File: src/rtl/mc_pkg.sv
// Shared types and encodings for the multicycle MIPS main controller.
// Holds the state enum, opcode and mux encodings, and the packed control word.
package mc_pkg;

  localparam int STATE_W = 4;
  localparam int OP_W    = 6;

  typedef enum logic [STATE_W-1:0] {
    FETCH   = 4'd0,
    DECODE  = 4'd1,
    MEMADR  = 4'd2,
    MEMRD   = 4'd3,
    MEMWB   = 4'd4,
    MEMWR   = 4'd5,
    EXECUTE = 4'd6,
    ALUWB   = 4'd7,
    BRANCH  = 4'd8,
    ADDIEX  = 4'd9,
    ORIEX   = 4'd10,
    IMMWB   = 4'd11,
    JUMP    = 4'd12,
    TRAP    = 4'd13
  } statetype;

  localparam logic [OP_W-1:0] OP_RTYPE = 6'b000000;
  localparam logic [OP_W-1:0] OP_LW    = 6'b100011;
  localparam logic [OP_W-1:0] OP_SW    = 6'b101011;
  localparam logic [OP_W-1:0] OP_LH    = 6'b100001;
  localparam logic [OP_W-1:0] OP_LB    = 6'b100000;
  localparam logic [OP_W-1:0] OP_BEQ   = 6'b000100;
  localparam logic [OP_W-1:0] OP_BNE   = 6'b000101;
  localparam logic [OP_W-1:0] OP_ADDI  = 6'b001000;
  localparam logic [OP_W-1:0] OP_ORI   = 6'b001101;
  localparam logic [OP_W-1:0] OP_J     = 6'b000010;

  localparam logic [2:0] SRCB_B       = 3'b000;
  localparam logic [2:0] SRCB_FOUR    = 3'b001;
  localparam logic [2:0] SRCB_SIMM    = 3'b010;
  localparam logic [2:0] SRCB_SIMM_SH = 3'b011;
  localparam logic [2:0] SRCB_ZIMM    = 3'b100;

  localparam logic [1:0] PCSRC_ALU    = 2'b00;
  localparam logic [1:0] PCSRC_ALUOUT = 2'b01;
  localparam logic [1:0] PCSRC_JUMP   = 2'b10;

  localparam logic [1:0] ALUOP_ADD   = 2'b00;
  localparam logic [1:0] ALUOP_SUB   = 2'b01;
  localparam logic [1:0] ALUOP_FUNCT = 2'b10;
  localparam logic [1:0] ALUOP_OR    = 2'b11;

  typedef struct packed {
    logic       pcwrite;
    logic       branch;
    logic       iord;
    logic       memwrite;
    logic       irwrite;
    logic       regdst;
    logic       memtoreg;
    logic       regwrite;
    logic       alusrca;
    logic [2:0] alusrcb;
    logic [1:0] pcsrc;
    logic [1:0] aluop;
    logic       ne;
    logic       half;
    logic       b;
    logic       illegal;
  } ctrl_t;

  function automatic logic is_legal(input logic [OP_W-1:0] op);
    case (op)
      OP_RTYPE, OP_LW, OP_SW, OP_LH, OP_LB,
      OP_BEQ, OP_BNE, OP_ADDI, OP_ORI, OP_J: is_legal = 1'b1;
      default:                               is_legal = 1'b0;
    endcase
  endfunction

endpackage

File: src/rtl/mc_outdec.sv
// Moore output decode: state (plus op for half/b/ne/illegal) -> control word.
// Purely combinational, zero latency; no backpressure.
module mc_outdec
  import mc_pkg::*;
#(
  parameter int OP_W    = 6,
  parameter int STATE_W = 4
) (
  input  logic [STATE_W-1:0] state,
  input  logic [OP_W-1:0]    op,
  output ctrl_t              ctrl
);

  always_comb begin
    ctrl = '0;
    case (state)
      FETCH: begin
        ctrl.irwrite = 1'b1;
        ctrl.alusrcb = SRCB_FOUR;
        ctrl.pcsrc   = PCSRC_ALU;
        ctrl.aluop   = ALUOP_ADD;
        ctrl.pcwrite = 1'b1;
      end
      DECODE: begin
        ctrl.alusrcb = SRCB_SIMM_SH;
        ctrl.aluop   = ALUOP_ADD;
        ctrl.illegal = !is_legal(op);
      end
      MEMADR: begin
        ctrl.alusrca = 1'b1;
        ctrl.alusrcb = SRCB_SIMM;
      end
      MEMRD: ctrl.iord = 1'b1;
      MEMWB: begin
        ctrl.memtoreg = 1'b1;
        ctrl.regwrite = 1'b1;
        ctrl.half     = (op == OP_LH);
        ctrl.b        = (op == OP_LB);
      end
      MEMWR: begin
        ctrl.iord     = 1'b1;
        ctrl.memwrite = 1'b1;
      end
      EXECUTE: begin
        ctrl.alusrca = 1'b1;
        ctrl.alusrcb = SRCB_B;
        ctrl.aluop   = ALUOP_FUNCT;
      end
      ALUWB: begin
        ctrl.regdst   = 1'b1;
        ctrl.regwrite = 1'b1;
      end
      BRANCH: begin
        ctrl.alusrca = 1'b1;
        ctrl.alusrcb = SRCB_B;
        ctrl.aluop   = ALUOP_SUB;
        ctrl.pcsrc   = PCSRC_ALUOUT;
        ctrl.branch  = 1'b1;
        ctrl.ne      = (op == OP_BNE);
      end
      ADDIEX: begin
        ctrl.alusrca = 1'b1;
        ctrl.alusrcb = SRCB_SIMM;
      end
      ORIEX: begin
        ctrl.alusrca = 1'b1;
        ctrl.alusrcb = SRCB_ZIMM;
        ctrl.aluop   = ALUOP_OR;
      end
      IMMWB: ctrl.regwrite = 1'b1;
      JUMP: begin
        ctrl.pcsrc   = PCSRC_JUMP;
        ctrl.pcwrite = 1'b1;
      end
`ifdef ILLEGAL_TRAP_EN
      TRAP: ctrl.illegal = 1'b1;
`endif
      default: ;
    endcase
  end

endmodule

File: src/rtl/mc_controller.sv
// Multicycle MIPS main controller FSM; 3-5 cycles per instruction, no backpressure.
// ILLEGAL_TRAP_EN: illegal opcodes park in TRAP until reset instead of retiring as a NOP.
module mc_controller
  import mc_pkg::*;
#(
  parameter int OP_W    = 6,
  parameter int STATE_W = 4
) (
  input  logic            clk,
  input  logic            reset,
  input  logic [OP_W-1:0] op,
  input  logic            zero,
  output logic            pcen,
  output logic            iord,
  output logic            memwrite,
  output logic            irwrite,
  output logic            regdst,
  output logic            memtoreg,
  output logic            regwrite,
  output logic            alusrca,
  output logic [2:0]      alusrcb,
  output logic [1:0]      pcsrc,
  output logic [1:0]      aluop,
  output logic            ne,
  output logic            half,
  output logic            b,
  output logic            illegal
);

  logic [STATE_W-1:0] state, state_nxt;
  ctrl_t              ctrl_raw, ctrl;

  always_ff @(posedge clk) begin
    if (reset) state <= FETCH;
    else       state <= state_nxt;
  end

  always_comb begin
    state_nxt = FETCH;
    case (state)
      FETCH: state_nxt = DECODE;
      DECODE: begin
        case (op)
          OP_LW, OP_SW, OP_LH, OP_LB: state_nxt = MEMADR;
          OP_RTYPE:                   state_nxt = EXECUTE;
          OP_BEQ, OP_BNE:             state_nxt = BRANCH;
          OP_ADDI:                    state_nxt = ADDIEX;
          OP_ORI:                     state_nxt = ORIEX;
          OP_J:                       state_nxt = JUMP;
`ifdef ILLEGAL_TRAP_EN
          default:                    state_nxt = TRAP;
`else
          default:                    state_nxt = FETCH;
`endif
        endcase
      end
      MEMADR:  state_nxt = (op == OP_SW) ? MEMWR : MEMRD;
      MEMRD:   state_nxt = MEMWB;
      EXECUTE: state_nxt = ALUWB;
      ADDIEX:  state_nxt = IMMWB;
      ORIEX:   state_nxt = IMMWB;
`ifdef ILLEGAL_TRAP_EN
      TRAP:    state_nxt = TRAP;
`endif
      default: state_nxt = FETCH;
    endcase
  end

  mc_outdec #(
    .OP_W    (OP_W),
    .STATE_W (STATE_W)
  ) u_outdec (
    .state (state),
    .op    (op),
    .ctrl  (ctrl_raw)
  );

  // Reset blanks the control word so an abandoned instruction cannot write.
  assign ctrl = reset ? '0 : ctrl_raw;

  assign pcen     = ctrl.pcwrite | (ctrl.branch & (zero ^ ctrl.ne));
  assign iord     = ctrl.iord;
  assign memwrite = ctrl.memwrite;
  assign irwrite  = ctrl.irwrite;
  assign regdst   = ctrl.regdst;
  assign memtoreg = ctrl.memtoreg;
  assign regwrite = ctrl.regwrite;
  assign alusrca  = ctrl.alusrca;
  assign alusrcb  = ctrl.alusrcb;
  assign pcsrc    = ctrl.pcsrc;
  assign aluop    = ctrl.aluop;
  assign ne       = ctrl.ne;
  assign half     = ctrl.half;
  assign b        = ctrl.b;
  assign illegal  = ctrl.illegal;

endmodule

File: config.mk
export PLATFORM = sky130hd
export DESIGN_NAME = mc_controller
export DESIGN_NICKNAME = d
export VERILOG_FILES = /design/src/rtl/mc_pkg.sv /design/src/rtl/mc_outdec.sv /design/src/rtl/mc_controller.sv
export SDC_FILE = /design/constraint.sdc
export NUM_CORES = 1
export LEC_CHECK = 0
export BUFFER_PORTS_ARGS = -buffer_cell sky130_fd_sc_hd__buf_2
export CAP_MARGIN = 0
export CORE_MARGIN = 2
export CORE_UTILIZATION = 48
export CTS_BUF_LIST = sky130_fd_sc_hd__clkbuf_16
export CTS_CLUSTER_DIAMETER = 200
export DETAILED_ROUTE_END_ITERATION = 8
export PLACE_DENSITY_LB_ADDON = 0.05
export SYNTH_ARGS = -nofsm -noshare
export SYNTH_HDL_FRONTEND = slang
export SYNTH_HIERARCHICAL = 1
export SYNTH_SLANG_ARGS = --single-unit
File: constraint.sdc
create_clock -name clk -period 2.3 [get_ports clk]
set_clock_uncertainty 0.05 [all_clocks]
set_input_delay 0.46 -clock clk [delete_from_list [all_inputs] [get_ports clk]]
set_output_delay 0.46 -clock clk [all_outputs]
set_load 0.02 [all_outputs]
==> summary.md, run 1 <==
| Metric | Value |
|---|---|
| Status | complete, no violations |
| Simple-gate portion of the synthesized area | between 50% and 60% |
| CP top delay family | simple AND/OR/NAND/NOR gates |
| Reg clk slew, reported paths | about 0.03 ns |
| Post-synth top flop | dfxtp_1 |
| Largest register FFs | 4 |
| Setup_tns | 0 ns |
| Arrival time at the worst endpoint | between 1.5 and 2 ns |
| CP max FO | 13 |
| Ys async rst share | 0% |
| Most frequent cells in the layout | buf_2 (27), nor2b_1 (19), nor2_1 (9) |
| Antenna violations before repair | 0 |
| Yosys reg bits | 4 |
| Netlist cell types | 48 |
| DR vias | 836 |
| Setup Crit Path Kind | in -> out |
| First drt pass iteration count | 4 |
| # clock sinks | 4 |
| H-tree Lvls | 1 |
| Vias in the first global route | 719 |
| CP most frequent cell | buf_2 |
| Worst path cell trace | buf_2 > or4_1 > o21ai_1 > a221oi_1 > nor2b_1 > buf_2 |
| Io pins | 28 |
| Root Buffer | clkbuf_16 |
| Largest net degree at the start of global routing | 24 |
| CP Launch Type | input pin |
| Core Area | ~1500 um^2 |
| Min Tclk post-route | about 2.2 ns |
| Maximum vdd drop | 0.282 mV |
| Compound-gate portion of the synthesized area | approximately 22% |
| Warning count from the yosys run | 6 |
| Pwr Density | 459 nW/um^2 |
| Total die area | roughly 1900 um^2 |
| Post-DP HPWL | ~1300 um |
| Largest family of logic cells by synthesized area | simple AND/OR/NAND/NOR gates |
| Post-route ant nets | 0 |
| Post-synthesis mux area share | 0% |
| Number of antenna diodes | 0 |
| Fillers | approximately 140 |
| Placed insts | between 100 and 150 |
| Final setup violation count | 0 |
| Slowest Stage Delay on Critical Path | about 0.51 ns |
| First-pass GRT wire length | 3150 um |
| CTS tree | done |
| Vias/cell | approximately 5.5 |
| Clock Latency Late Sink | about 0.22 ns |
| Final Util | ~67% |
| Synth Area per Inst | approximately 7.1 um^2 |
| XOR/XNOR share of the synthesized area | between 4 and 5% |
| EDFF count, synth | 0 |
| Post-CTS Setup Repair Bufs | 0 |
| CP max stage cell | or4_1 |
| # rows | 14 |
| Clk buf depth | 2 |
| Drt total wl | 1870 um |
| RSZ-0062 raised after global routing | no |
| Starting Density | about half |
| Num CTS Buffers | 3 |
| WP buf/inv | 2 |
| Synth-to-Final Area Change | 31.3% |
| Top flop regs | state (4) |
| Worst hold margin | 0.505 ns |
| Adder-cell share of the synthesized area | 0% |
| Nets | ~150 |
| Slew @ Worst Pin | between 0.4 and 0.5 ns |
| Lkg Pwr | approximately 0.00044 uW |
| Die Height | between 40 and 50 um |
| Fin. Hold Viols | 0 |
| RePlAce Congestion | roughly 0.80 |
| Rel. slew slack | about 73% |
| Chip width | around 44 um |
| Max-slew violations | 0 |
| Worst EP required | about 1.8 ns |
| Gr usage total | between 20% and 30% |
| Reg with most FFs | state |
| Layout cell share with drive strength beyond 1 | between 30% and 40% |
| Net Count, Synth | between 100 and 150 |
| Port Buf Inserts | 27 |
| Max-cap viol count | 0 |
| Post-Layout Cell Count | around 150 |
| Post-Synthesis Cells | around 110 |
| F_max | between 0.4 and 0.5 GHz |
| Hold/Removal Path Class | in -> reg |
| Mapped cell area | approximately 770 um^2 |
| Sequential share of the synthesized area | 10.4% |
| Critical path endpoint category | output port |
| DRT iter0 DRCs | 8 |
| Placed inst area | 915 um^2 |
| Most common cell after layout, fill and taps aside | buf_2 |
| Avg WL per Cell | approximately 12 um |
| GR Overflow Total | 0 |
| DRC | 0 |
| Post-route cell area | around 1000 um^2 |
| Fin crit share | 94.3% |
## cell families (layout without fill, tap and decap cells)
group	after synthesis	after routing
XOR/XNOR	4	4
AO/OA/AOI/OAI	23	23
AND/OR/NAND/NOR	65	65
buffers and inverters	12	39
flip-flops	4	4
## metrics by stage
stage | power [uW] | setup WS (ns)
after floorplan | 155 | 0.175
after global placement | 189 | 0.0648
after detailed placement | 191 | -0.00195
after CTS | 464 | 0.0892
after global routing | 482 | 0.0162
final | 463 | 0.131
## layout make-up
| cell class | count | area, um^2 | share of cell area [%] |
|---|---|---|---|
| Timing Repair Buffer | 33 | 180 | 17.9 |
| Clock buffer | 3 | 75.1 | 7.45 |
| Sequential cell | 4 | 80.1 | 7.95 |
| Inverter | 3 | 11.3 | 1.12 |
| Tap cell | 16 | 20.0 | 1.99 |
| Multi-Input combinational cell | 92 | 641 | 63.6 |
## metal layers
metal  up-vias  track usage (%)  part of all wire, %
li1        448                -                    -
met1       366             27.8                   49
met2        20             36.2                   46
met3         2             2.50                  4.1
met4         0             7.27                 0.80
met5         -                0                    0
## power breakdown
group | internal [uW] | total, uW | switching (uW)
logic | 49.4 | 118 | 68.5
registers | 72.6 | 74.2 | 1.56
clock network | 222 | 270 | 48.4
total | 344 | 463 | 118
## repair_timing
action                     4_1_cts  5_1_grt
setup endpoints to repair        1        1
gates resized for setup          1        2
hold buffers                     0        0
## synthesized netlist by cell type, types with 2 or more instances
library cell	instances	area, um^2
a311oi_1	2	17.5
nor2b_1	19	119
a211o_1	2	17.5
o21ai_0	2	10.0
nand2b_1	7	43.8
xor2_1	2	17.5
inv_1	3	11.3
or4_1	2	15.0
nor2_1	10	37.5
clkbuf_1	3	11.3
xnor2_1	2	17.5
nor4_1	2	12.5
a21oi_1	5	25.0
buf_4	2	15.0
nand2_1	3	11.3
nor3_1	4	20.0
buf_2	3	15.0
and3_1	2	12.5
dfxtp_1	4	80.1
## worst paths after layout
check             startpoint       end  slack, ns  depth (start not counted)
setup / recovery       op[3]   illegal       0.13                          6
hold / removal         op[5]  state[3]       0.50                          2
setup reg to reg    state[0]  state[3]       0.71                          3
hold reg to reg     state[3]  state[0]       0.64                          3
No activity file was read; power rests on OpenSTA's default activity.
==> inputs of run 2 (changes only) <==
Settings changed: CELL_PAD_IN_SITES_DETAIL_PLACEMENT set to 1, CELL_PAD_IN_SITES_GLOBAL_PLACEMENT set to 1, CORE_UTILIZATION 48 to 33.
==> run 2 against run 1 <==
Effect of this change:
- combinational power about the same
- first-iteration DRC count grew 25%
- clock power is essentially flat
- clock-buffer cell count did not move
- via count up 3.9%
- routed wire length up 16%
- die area rose by 41%
- register-to-register slack worse by 0.05 ns
- critical path depth unchanged
- sequential power rose by 0.7%
- core utilization shrank 21 points
- largest power group unchanged
==> summary.md, run 2 (synthesis gave the netlist of run 1 again) <==
| Metric | Value |
|---|---|
| Nets | 146 (unchanged) |
| Max-cap viol count | 0 (unchanged) |
| Antenna violations before repair | 0 (unchanged) |
| Clock Latency Late Sink | 0.22 ns (about the same) |
| Chip width | 52.2 um (+19%) |
| H-tree Lvls | 1 (unchanged) |
| Hold/Removal Path Class | in -> reg |
| Drt total wl | 2180 um (+16%) |
| Setup Crit Path Kind | in -> out |
| GR Overflow Total | 0 (unchanged) |
| CTS tree | done |
| Worst EP required | 1.79 ns (about the same) |
| Fillers | 302 (+110%) |
| Die Height | 52.2 um (+19%) |
| Starting Density | 34.7% (-16 points) |
| Rel. slew slack | 74.7% (+2.1 points) |
| Placed inst area | 930 um^2 (+1.6%) |
| Clk buf depth | 2 (unchanged) |
| Sequential Area | 80.1 um^2 (unchanged) |
| Number of antenna diodes | 0 (unchanged) |
| Slowest Stage Delay on Critical Path | 0.52 ns (about the same) |
| F_max | 0.460 GHz (-0.29%) |
| DRC | 0 (unchanged) |
| RSZ-0062 raised after global routing | no |
| # rows | 17 (+3) |
| Worst path cell trace | buf_2 > or4_1 > o21ai_1 > a221oi_1 > nor2b_1 > buf_2 |
| Reg with most FFs | state |
| Multi-input gate area | 643 um^2 (+0.39%) |
| Final setup violation count | 0 (unchanged) |
| WP buf/inv | 2 (unchanged) |
| Slew @ Worst Pin | 0.380 ns (-0.0210 ns) |
| Post-route cell area | 1020 um^2 (+1.7%) |
| Root Buffer | clkbuf_16 |
| Reg power frac | 16.1% (about the same) |
| Post-DP HPWL | 1520 um (+13%) |
| CP Launch Type | input pin |
| Avg WL per Cell | 13.4 um (+7.7%) |
| CP most frequent cell | buf_2 |
| Clock power share | 58.0% (-0.5 points) |
| Most frequent cells in the layout | buf_2 (27), nor2b_1 (19), nor2_1 (8) |
| First-pass GRT wire length | 3660 um (+16%) |
| Fin. Hold Viols | 0 (unchanged) |
| DRT iter0 DRCs | 10 (+2) |
| Logic pwr share | 25.9% (+0.4 points) |
| Final WS setup | 0.124 ns (-0.00633 ns) |
| Maximum vdd drop | 0.499 mV (+77%) |
| Largest register FFs | 4 (unchanged) |
| Max-slew violations | 0 (unchanged) |
| Layout cell share with drive strength beyond 1 | 34.1% (+0.74 points) |
| Pwr Density | 453 nW/um^2 (-1.3%) |
| RePlAce Congestion | 0.716 (-11%) |
| First drt pass iteration count | 4 (unchanged) |
| NetSw | 120 uW (+1.3%) |
| Total die area | 2730 um^2 (+41%) |
| CP max FO | 13 (unchanged) |
| CP top delay family | simple AND/OR/NAND/NOR gates |
| Gr usage total | 17.9% (-3.5 points) |
| Port Buf Inserts | 27 (unchanged) |
| Vias/cell | 5.33 (-3.7%) |
| Arrival time at the worst endpoint | 1.67 ns (about the same) |
| DR vias | 869 (+3.9%) |
| Setup_tns | 0 ns (unchanged) |
| Vias in the first global route | 801 (+11%) |
| Io pins | 28 (unchanged) |
| Status | complete, no violations |
| Largest net degree at the start of global routing | 24 (unchanged) |
| Fin crit share | 94.6% (+0.28 points) |
| Reg clk slew, reported paths | 0.03 ns (about the same) |
| Sw Share | 25.8% (+0.24 points) |
| Min Tclk post-route | 2.18 ns (+0.00633 ns) |
| Lkg Pwr | 0.000445 uW (+0.10%) |
| # clock sinks | 4 (unchanged) |
| Top flop regs | state (4) |
| Core Area | 2210 um^2 (+47%) |
| CP max stage cell | or4_1 |
| Pre-CTS setup slack | -0.0207 ns (-0.0187 ns) |
| Flop2flop setup slack | 0.66 ns (-0.05 ns) |
| Post-route ant nets | 0 (unchanged) |
| Critical path endpoint category | output port |
| Synth-to-Final Area Change | 33.6% |
| Internal | 344 uW (about the same) |
| Pwr Total | 464 uW (+0.41%) |
| Num CTS Buffers | 3 (unchanged) |
| Most common cell after layout, fill and taps aside | buf_2 |
run 2: worst paths after layout:
check / cells after the start / start / endpoint
max: 6 / op[3] / illegal
min: 2 / op[5] / state[3]
max reg2reg: 3 / state[0] / state[3]
min reg2reg: 3 / state[3] / state[0]
run 2: final cells by class:
type                            instances  share of cell area, %
Multi-Input combinational cell         92                   62.8
Timing Repair Buffer                   33                   17.6
Sequential cell                         4                   7.81
Clock buffer                            3                   7.33
Tap cell                               28                   3.42
Inverter                                3                   1.10
run 2: power by group through the flow:
stage	Sequential [uW]	Combinational [uW]	Clock (uW)
floorplan	75.4	79.6	0
global placement	75.4	116	0
detailed placement	75.4	118	0
CTS	74.5	119	273
global route	74.9	134	277
finish	74.7	120	269
run 2: routing by layer:
metal  global-route usage, %  vias up  wire length, um
met3                   0.857        4               74
li1                        -      447                -
met4                    8.97        0               35
met5                       0        -                0
met2                    29.5       19             1020
met1                    23.5      399             1050
run 2: stage by stage:
step                hold WS, ns  utilization (%)  std cells
floorplan                 0.462                -        108
global placement          0.629             42.0        160
detailed placement        0.635             42.0        160
CTS                       0.506             45.7        163
global route              0.526             46.3        163
finish                    0.504             46.3        163
run 2: timing repair:
action / in CTS / in global routing
endpoints found under the setup margin: 1 / 1
resized for setup: 1 / 3
buffers inserted: 0 / 0
pin swaps: 0 / 0
hold buffers: 0 / 0
cloned: 0 / 0
==> inputs of run 3 (changes only) <==
Settings changed: REMOVE_ABC_BUFFERS set to 1.
==> run 3 against run 2 <==
Effect of this change:
- combinational power rose by 3%
- first-iteration DRC count is 30% lower
- via count up 2.6%
- largest power group unchanged
- highest routed layer is now met3
==> summary.md, run 3 (synthesis gave the netlist of run 1 again) <==
| Metric | Value |
|---|---|
| Status | complete, no violations |
| Worst reg2reg endpoint | state[1] |
| Pwr Density | 452 nW/um^2 (-0.21%) |
| Synth-to-Final Area Change | 35.4% |
| Critical path endpoint category | output port |
| Max-cap viol count | 0 (unchanged) |
| Post-Layout Cell Count | 164 (+0.61%) |
| Layout cell share with drive strength beyond 1 | 35.3% (+1.2 points) |
| Most common cell after layout, fill and taps aside | buf_2 |
| Chip width | 52.2 um (unchanged) |
| Worst path cell trace | buf_2 > or4_1 > o21ai_1 > a221oi_1 > nor2b_1 > buf_2 |
| Top flop regs | state (4) |
| RePlAce Congestion | 0.798 (+11%) |
| Reg2reg path depth | 4 (+1) |
| # rows | 17 (unchanged) |
| Largest register FFs | 4 (unchanged) |
| Pwr Total | 470 uW (+1.1%) |
| Lkg Pwr | 0.000451 uW (+1.4%) |
| Setup Crit Path Kind | in -> out |
| Fillers | 302 (unchanged) |
| Total die area | 2730 um^2 (unchanged) |
| Final setup violation count | 0 (unchanged) |
| Post-CTS Setup Repair Bufs | 0 (unchanged) |
| CP most frequent cell | buf_2 |
| DRC | 0 (unchanged) |
| Avg WL per Cell | 14.1 um (+5.5%) |
| Reg with most FFs | state |
| Io pins | 28 (unchanged) |
| CTS tree | done |
| Hold worst-path end | state[3] |
| HP Start | op[5] |
| RSZ-0062 raised after global routing | no |
| CP max stage cell | or4_1 |
| DRT iter0 DRCs | 7 (-3) |
| Post-route ant nets | 0 (unchanged) |
| Die Height | 52.2 um (unchanged) |
| Min Tclk post-route | 2.14 ns (-0.0325 ns) |
| Largest net degree at the start of global routing | 24 (unchanged) |
| Max-slew violations | 0 (unchanged) |
| Port Buf Inserts | 27 (unchanged) |
| Worst EP required | 1.79 ns (about the same) |
| DR vias | 892 (+2.6%) |
| Nets | 147 (+0.68%) |
| GR Overflow Total | 0 (unchanged) |
| Starting Density | 34.7% (unchanged) |
| H-tree Lvls | 1 (unchanged) |
| Pre-CTS setup slack | -0.0256 ns (-0.00491 ns) |
| Flop2flop setup slack | 0.71 ns (+0.05 ns) |
| Hold/Removal Path Class | in -> reg |
| Antenna violations before repair | 0 (unchanged) |
| Number of antenna diodes | 0 (unchanged) |
| Drt total wl | 2310 um (+6.1%) |
| # clock sinks | 4 (unchanged) |
| First-pass GRT wire length | 4030 um (+10%) |
| Multi-input gate area | 646 um^2 (+0.39%) |
| Clk buf depth | 2 (unchanged) |
| Setup_tns | 0 ns (unchanged) |
| Slowest Stage Delay on Critical Path | 0.52 ns (about the same) |
| Root Buffer | clkbuf_16 |
| Rel. slew slack | 76.6% (+1.9 points) |
| Worst hold margin | 0.508 ns (+0.00406 ns) |
| CP max FO | 11 (-2) |
| F_max | 0.467 GHz (+1.5%) |
| Maximum vdd drop | 0.629 mV (+26%) |
| Arrival time at the worst endpoint | 1.63 ns (-0.04 ns) |
| Sequential Area | 80.1 um^2 (unchanged) |
| Vias in the first global route | 855 (+6.7%) |
| Clock Latency Late Sink | 0.22 ns (about the same) |
| Fin. Hold Viols | 0 (unchanged) |
| Final WS setup | 0.157 ns (+0.0325 ns) |
| Placed insts | 161 (+0.63%) |
| RR Startpoint | state[1] |
| First drt pass iteration count | 3 (-1) |
| Most frequent cells in the layout | buf_2 (27), nor2b_1 (19), nor2_1 (8) |
| Reg clk slew, reported paths | 0.03 ns (about the same) |
| Core Area | 2210 um^2 (unchanged) |
| Num CTS Buffers | 3 (unchanged) |
| Vias/cell | 5.44 (+2.0%) |
| WHS Path Cells | 2 (unchanged) |
| Fin crit share | 93.2% (-1.4 points) |
| Slew @ Worst Pin | 0.343 ns (-0.0371 ns) |
| Gr usage total | 19.5% (+1.6 points) |
| CP Launch Type | input pin |
| Post-DP HPWL | 1640 um (+8.1%) |
[run 3: cell types whose count changed in the layout (fill, tap and decap cells not counted), sizes merged]
| cell | previous run | this run |
|---|---|---|
| buf | 33 | 34 |
[run 3: metal layers]
layer	global-route usage [%]	vias to the layer above	share of wire (%)
li1	-	454	-
met1	25.5	422	47
met2	32.9	16	49
met3	4.29	0	4.0
met4	3.85	0	0
met5	0	-	0
[run 3: critical path: cells and delay by family]
kind | cells | cell delay (ns)
AOI/OAI and AO/OA | 2 | 0.19
buffers and inverters | 2 | 0.33
and+or+nand+nor | 2 | 0.65
[run 3: repair_timing]
action | CTS | global route
endpoints found under the setup margin | 1 | 1
hold buffers | 0 | 0
pin swaps | 0 | 1
gates resized for setup | 1 | 5
hold endpoints to repair | 0 | 0
[run 3: how the worst max path moves through the flow]
stage / startpoint / endpoint / slack, ns / depth (start not counted)
global placement: op[1] / pcen / 0.05 / 8
detailed placement: op[1] / pcen / -0.03 / 8
CTS: op[1] / pcen / 0.05 / 8
finish: op[0] / illegal / 0.16 / 6
global route: state[0] / illegal / 0.03 / 6
floorplan: state[3] / pcen / 0.16 / 5
[run 3: cell type report]
class	count	area share, %
flip-flops and latches	4	7.71
multi-input cells	92	62.2
inverters	3	1.08
repair buffers	34	18.4
clock buffers	3	7.23
well taps	28	3.37
[run 3: power by group]
part | switching (uW) | total, uW | internal (uW)
sequential | 2.20 | 74.8 | 72.6
combinational | 72.2 | 124 | 52.2
clock | 48.4 | 271 | 222
total | 123 | 470 | 347
[run 3: metrics by stage]
stage                     util [%]  area, um^2
final                         46.9        1040
after CTS                     46.0        1020
after global routing          46.9        1040
after floorplan                  -         714
after global placement        42.4         937
after detailed placement      42.4         937
